$ cat config.mk
export PLATFORM = sky130hd
export DESIGN_NAME = mem_stage
export DESIGN_NICKNAME = d
export VERILOG_FILES = /design/src/rtl/mips_pkg.sv /design/src/rtl/mem_align.sv /design/src/rtl/mem_stage.sv
export SDC_FILE = /design/constraint.sdc
export NUM_CORES = 1
export LEC_CHECK = 0
export CAP_MARGIN = 40
export CORE_MARGIN = 2
export CORE_UTILIZATION = 43
export DETAILED_ROUTE_END_ITERATION = 8
export PLACE_DENSITY = 0.82
export SYNTH_ARGS = -nofsm -noshare
export SYNTH_HDL_FRONTEND = slang
export SYNTH_SLANG_ARGS = --single-unit
$ cat constraint.sdc
create_clock -name clk -period 5.55 [get_ports clk]
set_input_delay 1.11 -clock clk [delete_from_list [all_inputs] [get_ports clk]]
set_output_delay 1.11 -clock clk [all_outputs]
set_load 0.01 [all_outputs]
$ cat src/rtl/mips_pkg.sv
// Shared MIPS pipeline definitions: word width, memsize codes, MEM FSM states.
package mips_pkg;

  localparam int WORD_W = 32;

  localparam logic [1:0] MS_WORD = 2'b00;
  localparam logic [1:0] MS_HALF = 2'b01;
  localparam logic [1:0] MS_BYTE = 2'b10;

  typedef enum logic [1:0] {
    S_IDLE = 2'd0,
    S_REQ  = 2'd1,
    S_DONE = 2'd2
  } mstate_e;

  // Half must be 2-aligned, word (and the unused 11 code) 4-aligned.
  function automatic logic misaligned(input logic [1:0] size, input logic [1:0] a);
    case (size)
      MS_HALF: misaligned = a[0];
      MS_BYTE: misaligned = 1'b0;
      default: misaligned = (a != 2'b00);
    endcase
  endfunction

endpackage

$ cat src/rtl/mem_align.sv
// Byte-lane steering for stores and lane extract / extend for loads.
module mem_align
  import mips_pkg::*;
#(
  parameter int NUM_LANES = WORD_W / 8
) (
  input  logic [1:0]        memsize,
  input  logic [1:0]        addr_lo,
  input  logic              memwrite,
  input  logic              memsigned,
  input  logic [WORD_W-1:0] rt,
  input  logic [WORD_W-1:0] rdata,
  output logic [NUM_LANES-1:0] be,
  output logic [WORD_W-1:0] wdata,
  output logic [WORD_W-1:0] ldata
);

  logic [WORD_W-1:0] shifted;

  // Per-lane enable and data select; loads always enable every lane.
  for (genvar l = 0; l < NUM_LANES; l++) begin : g_lane
    localparam logic [1:0] LI = 2'(l);
    logic en;
    always_comb begin
      case (memsize)
        MS_HALF: en = (LI[1] == addr_lo[1]);
        MS_BYTE: en = (LI == addr_lo);
        default: en = 1'b1;
      endcase
    end
    assign be[l] = memwrite ? en : 1'b1;
    always_comb begin
      case (memsize)
        MS_HALF: wdata[8*l +: 8] = rt[8*(l%2) +: 8];
        MS_BYTE: wdata[8*l +: 8] = rt[7:0];
        default: wdata[8*l +: 8] = rt[8*l +: 8];
      endcase
    end
  end

  assign shifted = rdata >> {addr_lo, 3'b000};

  // Bring the addressed lane down to bit 0, then sign/zero extend.
  always_comb begin
    case (memsize)
      MS_HALF: ldata = {{16{memsigned & shifted[15]}}, shifted[15:0]};
      MS_BYTE: ldata = {{24{memsigned & shifted[7]}},  shifted[7:0]};
      default: ldata = rdata;
    endcase
  end

endmodule

$ cat src/rtl/mem_stage.sv
// MIPS MEM stage: data-memory req/ack sequencing, stall, fault detect, MEM/WB reg.
module mem_stage
  import mips_pkg::*;
#(
  parameter int MAX_WAIT = 15
) (
  input  logic              clk,
  input  logic              reset,
  input  logic              validm,
  input  logic              regwritem,
  input  logic              memtoregm,
  input  logic              memwritem,
  input  logic              jumplinkm,
  input  logic [1:0]        memsizem,
  input  logic              memsignedm,
  input  logic [WORD_W-1:0] aluoutm,
  input  logic [WORD_W-1:0] writedatam,
  input  logic [4:0]        writeregm,
  input  logic [WORD_W-1:0] pcplus4m,
  output logic              dmem_req,
  output logic              dmem_we,
  output logic [WORD_W-1:0] dmem_addr,
  output logic [3:0]        dmem_be,
  output logic [WORD_W-1:0] dmem_wdata,
  input  logic              dmem_ack,
  input  logic [WORD_W-1:0] dmem_rdata,
  output logic              stallm,
  output logic              excm,
  output logic              regwritew,
  output logic              memtoregw,
  output logic              jumplinkw,
  output logic [WORD_W-1:0] readdataw,
  output logic [WORD_W-1:0] aluoutw,
  output logic [WORD_W-1:0] pcplus4w,
  output logic [4:0]        writeregw
);

  mstate_e           state, nstate;
  logic [7:0]        wcnt;
  logic              err_q;
  logic [WORD_W-1:0] ld_q, ldata;
  logic              access, mis, start, timeout, capture;

  mem_align u_align (
    .memsize   (memsizem),
    .addr_lo   (aluoutm[1:0]),
    .memwrite  (memwritem),
    .memsigned (memsignedm),
    .rt        (writedatam),
    .rdata     (dmem_rdata),
    .be        (dmem_be),
    .wdata     (dmem_wdata),
    .ldata     (ldata)
  );

  assign access    = validm & (memtoregm | memwritem);
  assign mis       = access & misaligned(memsizem, aluoutm[1:0]);
  assign start     = (state == S_IDLE) & access & ~mis;
  assign timeout   = (wcnt == 8'(MAX_WAIT - 1));
  assign capture   = ((state == S_IDLE) & ~start) | (state == S_DONE);

  assign dmem_req  = (state == S_REQ);
  assign dmem_we   = memwritem;
  assign dmem_addr = {aluoutm[WORD_W-1:2], 2'b00};

  // Gated by reset so an abandoned access stops stalling the front immediately.
  assign stallm = ~reset & (start | (state == S_REQ));
  assign excm   = ~reset & (((state == S_IDLE) & mis) |
                            ((state == S_REQ) & ~dmem_ack & timeout));

  // Next-state: ack wins over a timeout landing in the same cycle.
  always_comb begin
    nstate = state;
    case (state)
      S_IDLE: if (start) nstate = S_REQ;
      S_REQ:  if (dmem_ack || timeout) nstate = S_DONE;
      S_DONE: nstate = S_IDLE;
      default: nstate = S_IDLE;
    endcase
  end

  // FSM state, ack-wait counter, error flag, and latched load result.
  always_ff @(posedge clk or posedge reset) begin
    if (reset) begin
      state <= S_IDLE;
      wcnt  <= '0;
      err_q <= 1'b0;
      ld_q  <= '0;
    end else begin
      state <= nstate;
      if (state == S_REQ) begin
        wcnt <= wcnt + 8'd1;
        if (dmem_ack)     ld_q  <= ldata;
        else if (timeout) err_q <= 1'b1;
      end else if (state == S_DONE) begin
        wcnt  <= '0;
        err_q <= 1'b0;
      end
    end
  end

  // MEM/WB register; while stalled it takes a bubble so WB never repeats an op.
  always_ff @(posedge clk or posedge reset) begin
    if (reset) begin
      regwritew <= 1'b0;
      memtoregw <= 1'b0;
      jumplinkw <= 1'b0;
      readdataw <= '0;
      aluoutw   <= '0;
      pcplus4w  <= '0;
      writeregw <= '0;
    end else if (capture) begin
      regwritew <= validm & regwritem & ~mis & ~((state == S_DONE) & err_q);
      memtoregw <= validm & memtoregm;
      jumplinkw <= validm & jumplinkm;
      readdataw <= (state == S_DONE) ? ld_q : '0;
      aluoutw   <= aluoutm;
      pcplus4w  <= pcplus4m;
      writeregw <= writeregm;
    end else begin
      regwritew <= 1'b0;
      memtoregw <= 1'b0;
      jumplinkw <= 1'b0;
    end
  end

endmodule

==> summary.md, run 1 <==
Outcome
* run status: finished clean

Timing
* final critical delay including setup and external delays: 4440 ps
* hold violation total from the final report: 0
* setup total negative slack: 0 ps
* top achievable clock speed: 225 MHz
* worst-case clock skew: 9.25 ps
* final clock period utilization by the worst path: 0.800
* setup repair after global routing missed its margin: no
* pins over their slew limit: 0
* slew of the pin with the lowest slew margin: 812 ps
* number of setup violations in the final report: 0
* Max-slew headroom: 0.459

Critical path
* endpoint of the lowest-slack register-to-register path: aluoutw[3]
* kind of critical path: primary input to output pin
* slowest cell delay on critical path: 560 ps
* Worst Path Max Fanout: 3
* worst reg2reg path startpoint: state[0]
* family with the most delay on the worst path: buffers and inverters
* critical path's slowest cell: clkdlybuf4s50_1
* kind of capture point of the worst setup path: output pin
* Top cell by count, worst path: clkdlybuf4s50_1
* Worst Reg-to-Reg Cells: 5
* CP bufs+invs: 3
* Worst EP arrival: 3330 ps
* CP Cell Sequence: clkdlybuf4s50_1 > inv_1 > ha_1 > o21a_1 > or3_1 > a21oi_1 > clkdlybuf4s50_1
* Data required, critical path: 4440 ps
* Critical Path Source Type: primary input
* internal reg-to-reg setup slack: 3120 ps

Logic synthesis
* count of warnings emitted by yosys: 0
* most used standard cells in the synthesized netlist: dfrtp_1 (147), nand2_1 (103), mux2_4 (58), o21ai_0 (58), buf_4 (42)
* ys async rst share: 1.00
* post-synthesis instance total: 671
* top cells by area, synth: dfrtp_1 (50%), mux2_4 (12%), nand2_1 (5.3%), buf_4 (4.3%), o21ai_0 (4.0%)
* per-instance average area after synthesis: 10.9 um^2
* synthesized flop and latch total: 147
* Post-Syn Area: 0.00731 mm^2
* share of the synthesized area in the top cell type: 0.503
* most common flop cell mapped by yosys: dfrtp_1
* most frequent cell after synthesis: dfrtp_1
* fraction of the yosys area taken by sequential cells: 0.503
* Distinct cells, synth: 48
* library cell with the largest summed area after synthesis: dfrtp_1
* EDFF count, synth: 0

Worst hold path
* depth of the worst hold-timing path: 2
* hold path endpoint: readdataw[29]
* Worst Hold Class: flip-flop to flip-flop
* beginning of the worst hold path: ld_q[29]

Drt
* vias: 6075
* Initial DRC Count: 323
* drc violations: 0
* met2 WL post-DR: 10.9 mm
* met3 routed WL: 1.58 mm
* Vias/cell: 5.18
* final wirelength: 21.1 mm
* top routing layer in use: met4
* Detailed Routing Iterations Pass 1: 4
* Wirelength per Cell: 18.0 um
* met1 wire length: 8.14 mm
* number of antenna-violating nets in the routed design: 0

Power
* total power: 0.00546 W
* Comb pwr share: 0.462
* Net Switching: 0.00179 W
* Reg power frac: 0.327
* power density of the placed cells: 498 mW/mm^2
* Leak Pwr: 4.70 nW
* worst vdd rail ir drop: 0.281 mV
* clock power share: 0.211
* Switching Fraction: 0.328
* internal power consumption: 0.00367 W

GRT
* first-pass GRT wire length: 32.8 mm
* Total GRT Usage: 0.235
* vias in the first global route: 6060
* pin count of the biggest net entering global routing: 71
* antenna violations before repair: 0
* GRT Residual Overflow: 0

Clock network
* Bufs on Longest Clock Path: 2
* insertion delay to the later sink of the worst-skew pair: 420 ps
* clock transition at the register clock pins on the worst setup and hold paths after CTS: 60 ps
* root buffer cell: clkbuf_16
* # hold bufs at CTS: 0
* buffers inserted during post-CTS setup optimization: 0
* TritonCTS clock tree: done
* H-tree level count: 4
* total number of clock tree sinks: 147
* TritonCTS buffer count: 17
* number of resized instances in the post-cts repair step: 0

Layout
* Layout Utilization: 0.662
* net count reported at finish: 1090
* final-layout fill cell count: 1287
* layout cells sized above 1: 0.145
* layout overhead on the synthesized area: 50.1%
* number of antenna cells inserted: 0

Placement
* number of I/O port buffers: 317
* final HPWL from detailed placement: 15.8 mm
* GP Congestion: 0.832

Floorplanning
* die height: 134 um
* starting density of the core: 0.441
* number of top-level pins: 320
* area inside the core boundary: 0.0166 mm^2
* DIE WIDTH: 134 um
* floorplan row count: 47
* die footprint: 0.0181 mm^2

Job
* max-capacitance violation count: 0

power groups by stage:
stage               Sequential (W)  Combinational [W]  Clock [W]
finish                     0.00178            0.00252    0.00115
global route               0.00184            0.00270    0.00122
CTS                        0.00179            0.00256    0.00118
detailed placement         0.00180            0.00254          0
global placement           0.00177            0.00250          0
floorplan                  0.00193            0.00127          0
placed cells by master (no fill, tap or decap), types with 3 or more instances in the layout:
cell / count
clkdlybuf4s50_1: 317
dfrtp_1: 147
nand2_1: 103
o21ai_0: 58
mux2_4: 58
nor2_1: 35
mux2_2: 23
a21oi_1: 21
nand3_1: 18
clkbuf_16: 17
o21ai_1: 12
mux2_1: 11
buf_4: 11
inv_1: 10
a22o_1: 9
or3_1: 9
a22oi_1: 9
a221oi_1: 7
a21bo_2: 6
ha_1: 6
clkinv_2: 5
nor2b_1: 4
and3_1: 4
clkinvlp_4: 4
mux2i_1: 3
o31ai_1: 3
o2bb2ai_1: 3
bufinv_16: 3
cells by family (layout without fill, tap and decap cells):
kind of cell,count (synthesis),count (layout),share of synthesized area
buf+inv,95,375,0.0782
other cells,1,2,0.000513
fa+ha+maj,7,7,0.0120
mux,95,95,0.176
compound gates,142,142,0.124
flops,147,147,0.503
simple gates,184,184,0.107
per-layer routing:
layer | vias to the layer above | track usage
met4 | 0 | 0.0982
met2 | 297 | 0.411
met3 | 35 | 0.0624
li1 | 2826 | -
met5 | - | 0
met1 | 2917 | 0.271
area by class of cell:
cell class	count	area [um^2]	share of cell area
clock buffers	18	429	0.0391
clock inverters	14	163	0.0148
inverters	12	50.0	0.00456
multi-input cells	430	3080	0.280
flip-flops and latches	147	3680	0.335
well taps	220	275	0.0251
repair buffers	331	3300	0.301
worst reg2reg max path, cell delays in order (launching register included):
cell and delay, ps:
dfrtp_1 400, inv_1 90, ha_2 410, nand2b_4 690, buf_12 370, mux2_4 340
sequential cells by signal, summed over array words and instances (netlist names):
signal / flops
readdataw: 32
jumplinkw: 1
writeregw: 5
ld_q: 32
aluoutw: 32
wcnt: 8
err_q: 1
pcplus4w: 32
regwritew: 1
state: 2
memtoregw: 1
metrics by stage:
step / hold slack [ps] / std cells / setup slack, ps / area [um^2]
final: 480 / 1172 / 1110 / 11000
after global routing: 507 / 1172 / 1010 / 11000
after CTS: 485 / 1172 / 1080 / 11000
after detailed placement: 465 / 1140 / 1090 / 10400
after global placement: 467 / 1137 / 1120 / 10300
after floorplan: 448 / 672 / 489 / 7320
worst max path at each step:
stage,from,cells after the start,end
floorplan,reset,1,aluoutw[0]
global placement,memsizem[0],7,stallm
detailed placement,memsizem[0],7,stallm
CTS,memsizem[0],7,stallm
global route,memsizem[1],5,dmem_wdata[27]
finish,memsizem[0],7,stallm
No activity file was read; power rests on OpenSTA's default activity.
==> inputs of run 2 (changes only) <==
==> constraint.sdc (replaced) <==
create_clock -name clk -period 4.45 [get_ports clk]
set_input_delay 0.89 -clock clk [delete_from_list [all_inputs] [get_ports clk]]
set_output_delay 0.89 -clock clk [all_outputs]
set_load 0.01 [all_outputs]
==> run 2 against run 1 <==
Combinational power rose by 25%; critical path type unchanged; flip-flop and latch count unchanged; count of clock-buffer cells in the layout is 1 higher; core utilization increased by 0.11 points; cell area is 0.17% higher; power increased by 24%; global-route usage is 0.54 points higher; highest routed layer unchanged; cell count barely moved; via count about the same; die area did not move; largest power group unchanged.
==> summary.md, run 2 (synthesis gave the netlist of run 1 again) <==
GRT
* antenna violations before repair: 0
* first-pass GRT wire length: 33.6 mm
* GRT Residual Overflow: 0
* pin count of the biggest net entering global routing: 73
* vias in the first global route: 6158
* Total GRT Usage: 0.240

Worst hold path
* beginning of the worst hold path: writeregw[1]
* Worst Hold Class: flip-flop to flip-flop
* depth of the worst hold-timing path: 1
* hold path endpoint: writeregw[1]

Drt
* vias: 6072
* final wirelength: 21.6 mm
* Detailed Routing Iterations Pass 1: 4
* drc violations: 0
* Wirelength per Cell: 18.4 um
* number of antenna-violating nets in the routed design: 0
* Initial DRC Count: 261
* Vias/cell: 5.18

Placement
* final HPWL from detailed placement: 15.9 mm
* GP Congestion: 0.826
* number of I/O port buffers: 317
* total placed instance area: 0.0104 mm^2

Layout
* net count reported at finish: 1091
* leading cell types in the layout, fill and taps excluded: clkdlybuf4s50_1 (317), dfrtp_1 (147), nand2_1 (103), o21ai_0 (58), mux2_4 (58)
* design area: 0.0110 mm^2
* Layout Utilization: 0.663
* layout overhead on the synthesized area: 50.3%
* final-layout fill cell count: 1294
* number of antenna cells inserted: 0
* leading cell type in the layout, fill and taps excluded: clkdlybuf4s50_1
* layout cells sized above 1: 0.145

Timing
* worst-case clock skew: 12.0 ps
* number of setup violations in the final report: 0
* final critical delay including setup and external delays: 4040 ps
* slew of the pin with the lowest slew margin: 882 ps
* pins over their slew limit: 0
* setup repair after global routing missed its margin: no
* top achievable clock speed: 248 MHz
* setup total negative slack: 0 ps
* hold violation total from the final report: 0
* Max-slew headroom: 0.407
* final clock period utilization by the worst path: 0.907

Critical path
* kind of capture point of the worst setup path: output pin
* Critical Path Source Type: primary input
* Worst Path Max Fanout: 21
* Worst Reg-to-Reg Cells: 7
* internal reg-to-reg setup slack: 2140 ps
* kind of critical path: primary input to output pin
* worst reg2reg path startpoint: state[1]
* endpoint of the lowest-slack register-to-register path: ld_q[12]
* Data required, critical path: 3560 ps
* Worst EP arrival: 3150 ps

Clock network
* # hold bufs at CTS: 0
* total number of clock tree sinks: 147
* buffers inserted during post-CTS setup optimization: 0
* TritonCTS clock tree: done
* root buffer cell: clkbuf_16
* insertion delay to the later sink of the worst-skew pair: 420 ps
* H-tree level count: 4
* TritonCTS buffer count: 17
* clock transition at the register clock pins on the worst setup and hold paths after CTS: 60 ps
* number of resized instances in the post-cts repair step: 0
* Bufs on Longest Clock Path: 2

Job
* max-capacitance violation count: 0

Power
* Leak Pwr: 4.70 nW
* worst vdd rail ir drop: 0.473 mV
* power density of the placed cells: 615 mW/mm^2

Floorplanning
* floorplan row count: 47
* die footprint: 0.0181 mm^2
* DIE WIDTH: 134 um
* die height: 134 um
* area inside the core boundary: 0.0166 mm^2
* starting density of the core: 0.441
* number of top-level pins: 320

Outcome
* run status: finished clean

-- run 2: cell types whose count changed in the layout (fill, tap and decap cells not counted) --
cell	before	now
clkinv_2	5	4
buf_12	2	4
inv_6	2	1
buf_4	11	10
bufinv_16	3	2
buf_8	0	1
clkinv_4	1	2
buf_2	1	0
clkinvlp_4	4	5
clkbuf_1	1	2
-- run 2: worst max-delay path, stage by stage --
cell and delay (ps):
clkdlybuf4s50_1 430, inv_1 70, ha_1 680, a21oi_1 180
o21ai_0 280, clkdlybuf4s50_1 610
-- run 2: worst max path at each step --
| stage | startpoint | end | cells after the start |
|---|---|---|---|
| after floorplan | memsizem[0] | stallm | 6 |
| after global placement | memsizem[0] | stallm | 7 |
| after detailed placement | memsizem[0] | dmem_be[1] | 6 |
| after CTS | memsizem[0] | dmem_be[1] | 6 |
| after global routing | memsizem[0] | dmem_be[1] | 6 |
| final | memsizem[0] | dmem_be[1] | 6 |
-- run 2: per-stage QoR --
stage / instances / hold WS (ps) / total power [W] / setup WS [ps]
2_1_floorplan: 672 / 448 / 0.00399 / 1370
3_3_place_gp: 1139 / 466 / 0.00532 / 484
3_5_place_dp: 1141 / 471 / 0.00541 / 411
4_1_cts: 1173 / 487 / 0.00682 / 399
5_1_grt: 1173 / 505 / 0.00714 / 293
6_report: 1173 / 483 / 0.00676 / 413
-- run 2: cell type report --
type                       count  area (um^2)  area share
timing repair buffer         332         3340       0.304
inverter                      12         48.8     0.00444
clock buffer                  19          433      0.0394
sequential                   147         3680       0.335
tap                          220          275      0.0250
multi-input combinational    430         3080       0.280
clock inverter                13          136      0.0124
-- run 2: where the power goes --
group	switching [W]	internal [W]	leakage [nW]	total, W
Combinational	0.00138	0.00177	2.63	0.00314
Clock	0.000558	0.000824	0.269	0.00138
Sequential	0.000311	0.00192	1.80	0.00223
Total	0.00225	0.00451	4.70	0.00676
-- run 2: metal layers --
layer / GRT usage / wire (um)
met3: 0.0601 / 1610
met1: 0.275 / 8300
met2: 0.432 / 11200
met5: 0 / 0
met4: 0.0895 / 565
==> inputs of run 3 (changes only) <==
--- a/config.mk
+++ b/config.mk
@@ -10,6 +10,8 @@
 export CORE_UTILIZATION = 43
 export DETAILED_ROUTE_END_ITERATION = 8
 export PLACE_DENSITY = 0.82
+export RECOVER_POWER = 100
+export SKIP_LAST_GASP = 1
 export SYNTH_ARGS = -nofsm -noshare
 export SYNTH_HDL_FRONTEND = slang
 export SYNTH_SLANG_ARGS = --single-unit
==> run 3 against run 2 <==
First-iteration DRC count down 0.77%; critical path type unchanged; cell area decreased by 2.7%; count of clock-buffer cells in the layout unchanged; via count rose by 0.41%; flip-flop and latch count unchanged; register-to-register slack lost 490 ps; critical path depth stayed put; sequential share of layout area grew 0.94 points; largest power group unchanged; non-clock buffer count unchanged; the run now ends with max-capacitance violations, max-slew violations left.
==> summary.md, run 3 (synthesis gave the netlist of run 1 again) <==
Outcome
* run status: complete, but fails checks
* failing checks: max-capacitance violations, max-slew violations

Drt
* final wirelength: 21.2 mm
* Detailed Routing Iterations Pass 1: 7
* vias: 6097
* Vias/cell: 5.20
* Wirelength per Cell: 18.1 um
* drc violations: 0
* number of antenna-violating nets in the routed design: 0
* Initial DRC Count: 259

Critical path
* worst reg2reg path startpoint: state[0]
* endpoint of the lowest-slack register-to-register path: pcplus4w[24]
* Critical Path Source Type: primary input
* Worst Path Max Fanout: 21
* Worst Reg-to-Reg Cells: 6
* kind of critical path: primary input to output pin
* kind of capture point of the worst setup path: output pin
* Worst EP arrival: 3260 ps
* internal reg-to-reg setup slack: 1650 ps
* Data required, critical path: 3560 ps

Timing
* slew of the pin with the lowest slew margin: 2290 ps
* number of setup violations in the final report: 0
* final clock period utilization by the worst path: 0.932
* setup total negative slack: 0 ps
* pins over their slew limit: 187
* top achievable clock speed: 241 MHz
* final critical delay including setup and external delays: 4150 ps
* hold violation total from the final report: 0
* setup repair after global routing missed its margin: no
* Max-slew headroom: -0.527
* worst-case clock skew: 12.0 ps

Layout
* leading cell type in the layout, fill and taps excluded: dlygate4sd3_1
* final cell count without fillers: 1173
* area used by multi-input combinational logic: 0.00284 mm^2
* number of antenna cells inserted: 0
* leading cell types in the layout, fill and taps excluded: dlygate4sd3_1 (174), dfrtp_1 (147), clkdlybuf4s50_1 (143), nand2_1 (103), mux2_1 (69)
* layout overhead on the synthesized area: 46.3%
* register area: 0.00368 mm^2
* net count reported at finish: 1091
* layout cells sized above 1: 0.0776
* final-layout fill cell count: 1381
* Layout Utilization: 0.645

Floorplanning
* DIE WIDTH: 134 um
* die footprint: 0.0181 mm^2
* floorplan row count: 47
* number of top-level pins: 320
* area inside the core boundary: 0.0166 mm^2
* starting density of the core: 0.441
* die height: 134 um

Job
* max-capacitance violation count: 4

GRT
* antenna violations before repair: 0
* Total GRT Usage: 0.240
* vias in the first global route: 6158
* pin count of the biggest net entering global routing: 73
* first-pass GRT wire length: 33.6 mm
* GRT Residual Overflow: 0

Placement
* final HPWL from detailed placement: 15.9 mm
* number of I/O port buffers: 317
* GP Congestion: 0.826
* cell count after placement: 1141

Power
* Leak Pwr: 4.55 nW
* total power: 0.00614 W
* power density of the placed cells: 574 mW/mm^2
* worst vdd rail ir drop: 0.335 mV

Clock network
* clock transition at the register clock pins on the worst setup and hold paths after CTS: 50 ps
* root buffer cell: clkbuf_16
* total number of clock tree sinks: 147
* Bufs on Longest Clock Path: 2
* TritonCTS clock tree: done
* H-tree level count: 4
* TritonCTS buffer count: 17
* number of resized instances in the post-cts repair step: 0
* buffers inserted during post-CTS setup optimization: 0
* # hold bufs at CTS: 0
* insertion delay to the later sink of the worst-skew pair: 420 ps

Worst hold path
* hold path endpoint: aluoutw[6]
* beginning of the worst hold path: aluoutw[6]
* Worst Hold Class: flip-flop to flip-flop
* depth of the worst hold-timing path: 1

==> run 3: changes by cell type in the layout (fill, tap and decap cells not counted), moves of 3 or more <==
cell	before	now
mux2_4	58	0
o21ai_0	58	67
dlygate4sd3_1	0	174
buf_4	10	7
clkdlybuf4s50_1	317	143
o21ai_1	12	3
buf_12	4	1
mux2_1	11	69
clkbuf_1	2	6
==> run 3: layout make-up <==
cell class | instances | share of cell area
clock buffers | 19 | 0.0405
clock inverters | 13 | 0.0128
inverters | 12 | 0.00433
multi-input cells | 430 | 0.265
flip-flops and latches | 147 | 0.344
well taps | 220 | 0.0257
repair buffers | 332 | 0.307
==> run 3: per-stage QoR <==
step / hold WS, ps / setup slack, ps / instance area, um^2
after floorplan: 448 / 1370 / 7320
after global placement: 466 / 484 / 10400
after detailed placement: 471 / 411 / 10400
after CTS: 487 / 399 / 11000
after global routing: 497 / 168 / 10700
final: 475 / 302 / 10700
==> run 3: report_power, final <==
part           leakage [nW]  switching (W)  internal [W]
clock network         0.269       0.000555      0.000824
logic                  2.48        0.00130       0.00127
registers              1.80       0.000272       0.00192
total                  4.55        0.00212       0.00401
==> run 3: worst max-delay path by stage <==
stage	start	to	slack, ps
3_3_place_gp	memsizem[0]	stallm	480
4_1_cts	memsizem[0]	dmem_be[1]	400
6_report	memsizem[0]	dmem_be[1]	300
5_1_grt	memsizem[0]	dmem_be[3]	170
2_1_floorplan	memsizem[0]	stallm	1370
3_5_place_dp	memsizem[0]	dmem_be[1]	410
==> run 3: per-layer routing <==
metal / up-vias / part of all wire / track usage
li1: 2834 / - / -
met1: 2934 / 0.37 / 0.275
met3: 32 / 0.076 / 0.0601
met2: 297 / 0.53 / 0.432
met5: - / 0 / 0
met4: 0 / 0.024 / 0.0895
==> run 3: worst max-delay path, cell delays in order <==
cell and delay, ps:
dlygate4sd3_1 570, inv_1 70, ha_1 670, a21oi_1 190, o21ai_0 270, clkdlybuf4s50_1 610
